==> src/rtl/sum_accumulator_pkg.sv <==
// Shared definitions for the sum datapath (adder stage and block accumulator).
//   SUM_W        : width of the unsigned sum produced by the adder stage.
//   acc_state_e  : block accumulator FSM states.
package sum_accumulator_pkg;

  localparam int SUM_W = 17;

  typedef enum logic [1:0] {
    ST_IDLE  = 2'd0,
    ST_ACCUM = 2'd1,
    ST_HOLD  = 2'd2
  } acc_state_e;

endpackage : sum_accumulator_pkg

==> src/rtl/sum_accumulator.sv <==
// Block accumulator: sums BLOCK_LEN consecutive unsigned beats from the adder
// stage and presents the block total and its truncated mean through a
// valid/ready output. Back-to-back blocks run without a bubble.
//
// Ports:
//   clk_i        : clock, rising edge
//   rst_i        : synchronous active-high reset
//   sum_i        : unsigned sum beat (SUM_W bits)
//   sum_valid_i  : sum_i carries a beat
//   sum_ready_o  : beat is accepted this cycle when sum_valid_i is also high
//   clear_i      : synchronous abort of the current block (beats the handshakes)
//   acc_o        : block total (ACC_W bits)
//   mean_o       : acc_o >> log2(BLOCK_LEN), truncated
//   acc_valid_o  : acc_o / mean_o hold a complete block result
//   acc_ready_i  : downstream takes the result
//   blk_cnt_o    : number of results delivered, wraps at 16 bits
//
// BLOCK_LEN must be a power of two in 2..256.
module sum_accumulator
  import sum_accumulator_pkg::*;
#(
  parameter int BLOCK_LEN = 8,
  localparam int LOG2_LEN = $clog2(BLOCK_LEN),
  localparam int ACC_W    = SUM_W + LOG2_LEN
) (
  input  logic             clk_i,
  input  logic             rst_i,
  input  logic [SUM_W-1:0] sum_i,
  input  logic             sum_valid_i,
  output logic             sum_ready_o,
  input  logic             clear_i,
  output logic [ACC_W-1:0] acc_o,
  output logic [SUM_W-1:0] mean_o,
  output logic             acc_valid_o,
  input  logic             acc_ready_i,
  output logic [15:0]      blk_cnt_o
);

  // The beat counter wraps to zero on the last beat of a block, so
  // log2(BLOCK_LEN) bits are enough.
  localparam int CNT_W = LOG2_LEN;
  localparam logic [CNT_W-1:0] LAST_CNT = CNT_W'(BLOCK_LEN - 1);

  acc_state_e       state_q, state_d;
  logic [ACC_W-1:0] acc_q,   acc_d;
  logic [CNT_W-1:0] cnt_q,   cnt_d;
  logic [15:0]      blk_q,   blk_d;
  logic             ready_c;

  always_comb begin
    state_d = state_q;
    acc_d   = acc_q;
    cnt_d   = cnt_q;
    blk_d   = blk_q;
    ready_c = 1'b0;

    if (clear_i) begin
      // Abort wins over every handshake: nothing is accepted or delivered.
      state_d = ST_IDLE;
      acc_d   = '0;
      cnt_d   = '0;
    end else begin
      unique case (state_q)
        ST_IDLE: begin
          ready_c = 1'b1;
          if (sum_valid_i) begin
            acc_d   = ACC_W'(sum_i);
            cnt_d   = CNT_W'(1);
            state_d = ST_ACCUM;
          end
        end
        ST_ACCUM: begin
          ready_c = 1'b1;
          if (sum_valid_i) begin
            acc_d = acc_q + ACC_W'(sum_i);
            cnt_d = cnt_q + CNT_W'(1);
            if (cnt_q == LAST_CNT) begin
              state_d = ST_HOLD;
            end
          end
        end
        ST_HOLD: begin
          // Input is only taken while the result drains, so a new block can
          // start in the very cycle the old one leaves.
          ready_c = acc_ready_i;
          if (acc_ready_i) begin
            blk_d = blk_q + 16'd1;
            if (sum_valid_i) begin
              acc_d   = ACC_W'(sum_i);
              cnt_d   = CNT_W'(1);
              state_d = ST_ACCUM;
            end else begin
              state_d = ST_IDLE;
            end
          end
        end
        default: begin
          state_d = ST_IDLE;
          acc_d   = '0;
          cnt_d   = '0;
        end
      endcase
    end
  end

  always_ff @(posedge clk_i) begin
    if (rst_i) begin
      state_q <= ST_IDLE;
      acc_q   <= '0;
      cnt_q   <= '0;
      blk_q   <= '0;
    end else begin
      state_q <= state_d;
      acc_q   <= acc_d;
      cnt_q   <= cnt_d;
      blk_q   <= blk_d;
    end
  end

  assign sum_ready_o = ready_c & ~rst_i;
  assign acc_valid_o = (state_q == ST_HOLD);
  assign acc_o       = acc_q;
  assign mean_o      = acc_q[ACC_W-1:LOG2_LEN];
  assign blk_cnt_o   = blk_q;

endmodule : sum_accumulator

==> config.mk <==
export PLATFORM = sky130hd
export DESIGN_NAME = sum_accumulator
export DESIGN_NICKNAME = d
export VERILOG_FILES = /design/src/rtl/sum_accumulator_pkg.sv /design/src/rtl/sum_accumulator.sv
export SDC_FILE = /design/constraint.sdc
export NUM_CORES = 1
export LEC_CHECK = 0
export CORE_MARGIN = 2
export CORE_UTILIZATION = 53
export DETAILED_ROUTE_END_ITERATION = 16
export MAX_ROUTING_LAYER = met4
export PLACE_DENSITY = 0.86
export SYNTH_ARGS = -nofsm -noshare
export SYNTH_HDL_FRONTEND = slang
export SYNTH_SLANG_ARGS = --single-unit
==> constraint.sdc <==
create_clock -name clk_i -period 4.62 [get_ports clk_i]
set_input_delay 0.693 -clock clk_i [delete_from_list [all_inputs] [get_ports clk_i]]
set_output_delay 0.693 -clock clk_i [all_outputs]
set_load 0.005 [all_outputs]
==> impl_results.md <==
* Worst Skew at 10.4 ps
* Die Y at 77.7 µm
* Library cells used by synthesis at 59
* Syn_area_per_cell at 8.07 µm²
* WL final at 7410 µm
* Antenna violations before repair at 0
* Non-Filler Instances at 481
* Vias at 2822
* Die area at 6040 µm²
* WL/cell at 15.4 µm
* Diodes inserted at 0
* YS warnings at 0
* Main combinational cell family by area after synthesis: compound AO/OA/AOI/OAI gates
* Crit end category: primary output
* Slew @ Worst Pin at 1010 ps
* Post-CTS Setup Repair Bufs at 0
* Largest net degree at the start of global routing at 28
* P_leak at 1.44 nW
* Synth top area share at 0.285
* Final hold violations at 0
* Die X at 77.7 µm
* Async SR Flop Fraction at 0
* IO buf count at 76
* Setup_tns at 0 ps
* Cells after synthesis at 357
* Hold Path Class: register to register
* GP Congestion at 0.875
* Hold path startpoint: acc_o[19]
* Clock Path Buffers at 2
* Multiplexer share of the synthesized area at 0.0139
* Core region area at 5170 µm²
* Skew-Pair Late Insertion Delay at 310 ps
* CTS tree: yes
* Max VDD drop at 0.000118 V
* Antenna viol nets, final at 0
* Critical Path RT at 3930 ps
* Simple-gate share of the synthesized area at 0.214
* Highest Clock Rate at 295 MHz
* Syn_nets at 400
* Sequential fraction of the synthesis area at 0.285
* RSZ-0062 raised after global routing: no
* R2R cell count at 6
* First-pass GRT wire length at 12200 µm
* Fin worst setup slack at 1230 ps
* Area leader, netlist: dfxtp_1
* WHS Path Cells at 2
* Placed cells at 473
* Final net count at 453
* Slew Limit Fails at 0
* Initial DRC Count at 166
* Critical path origin: rst_i
* FILL cells at 406
* CP Launch Type: input port
* Post-layout util at 0.715
* CTS root buffer: clkbuf_8
* Fraction of the mapped netlist area in adder cells at 0.0938
* Tot GR Track Use at 0.254
* WHS at 490 ps
* Vias in the first global route at 2709
* Initial Utilization at 0.557
* Compound-Gate Fraction of Synth Area at 0.269
* FP Rows at 26
* Headroom to the max-slew limit at 0.325
* Layout cell share with drive strength beyond 1 at 0.0584
* Worst r2r src: state_q[0]
* Max cap viols at 0
* Drt first pass iters at 4
* Clk sink count at 41
* Crit Path Class: input port to primary output
* Worst-path fanout max at 18
* Final HPWL DP at 5410 µm
* Area growth, synth to finish at 28.3%
* Finished Cell Area at 3700 µm²
* Post-place setup slack at 1240 ps
* DP Area at 3560 µm²
* Final worst-path cycle share at 0.735
* Vias per cell at 5.87
* Synth area leaders: dfxtp_1 (28%), ha_1 (8.7%), a21oi_1 (6.4%)
* Post-Syn Area at 2880 µm²
* H-Tree Depth at 2
* Synth Flop Type: dfxtp_1
* Reg clk slew, reported paths at 80 ps
* Final setup violation count at 0
* I/O Pins at 77
* Post_cts resized at 0
* Post-synth EDFFs at 0
* FF+latch count, synth at 41
* CTS Buf Count at 5
* Post-CTS Hold Fix Bufs at 0
* Post-synthesis xor/xnor area fraction at 0.0486
* Final Critical Period at 3390 ps
* Tot Pwr at 0.905 mW
* Status: finished clean
* Pwr/cell area at 245 nW/µm²
* WP data arrival at 2700 ps
* DRC Markers at 0
* Grt ovf at 0
registers in the layout (all words and copies together), names as in the netlist:
| signal | flops |
|---|---|
| acc_o | 20 |
| cnt_q | 3 |
| blk_cnt_o | 16 |
| state_q | 2 |
worst max-delay path, cell delays in order:
cell and delay, ps:
clkdlybuf4s50_1 720, or2_2 560, a21oi_1 200, clkdlybuf4s50_1 530
area by class of cell:
class,count,area [µm²],area share
clock buffers,5,68.8,0.0186
multi-input cells,276,1840,0.498
well taps,70,87.6,0.0237
inverters,7,26.3,0.00711
repair buffers,79,783,0.212
clock inverters,3,68.8,0.0186
flip-flops and latches,41,821,0.222
kinds of logic after synthesis:
logic type	count (synthesis)
buffers and inverters	40
AOI/OAI and AO/OA	112
and+or+nand+nor	123
xor gates and xnor gates	16
DFF	41
adders and majority gates	21
muxes	4
cells in the mapped netlist (3+ instances only):
cell / instances
dfxtp_1: 41
nor2_1: 39
a21oi_1: 37
nand2_1: 26
o21ai_0: 22
ha_1: 20
buf_4: 17
xor2_1: 14
nand3_1: 11
clkbuf_1: 10
nor3_1: 10
or3_1: 7
a32oi_1: 6
and3_1: 6
inv_1: 6
nand4_1: 6
buf_2: 5
a21o_1: 4
and2_1: 4
mux2i_1: 4
nor2b_1: 4
o21a_1: 4
a211oi_1: 3
a31oi_1: 3
o211a_1: 3
o21ai_1: 3
o31ai_1: 3
cells in the final DEF (no fill, tap or decap), types with 4 or more instances in the layout:
cell and instances:
nor3_1 10, inv_1 6, mux2i_1 4, and2_1 4, nor2b_1 4, nand4_1 6, and3_1 6, o21ai_0 22
nor2_1 39, clkdlybuf4s50_1 76, dfxtp_1 41, clkbuf_8 5, or3_1 7, nand3_1 11, xor2_1 14, nand2_1 26
a21o_1 4, o21a_1 4, a21oi_1 37, a32oi_1 6, ha_1 20
worst paths after layout:
kind                               endpoint  slack, ps
worst max-delay path            sum_ready_o       1230
worst min-delay path              acc_o[19]        490
worst max register to register    acc_o[19]       2200
worst min register to register    acc_o[19]        490
routing by layer:
metal | track usage | vias up | wire length, µm
li1 | - | 1397 | -
met1 | 0.302 | 1315 | 3190
met4 | 0.0946 | 0 | 142
met5 | - | - | 0
met3 | 0.0430 | 15 | 444
met2 | 0.431 | 95 | 3630
power breakdown:
part           internal [mW]  leakage, nW  switching [mW]  total [mW]
registers              0.361        0.333         0.00905       0.370
logic                 0.0846         1.04          0.0920       0.177
clock network          0.218       0.0687           0.141       0.358
No activity file was read; power rests on OpenSTA's default activity.
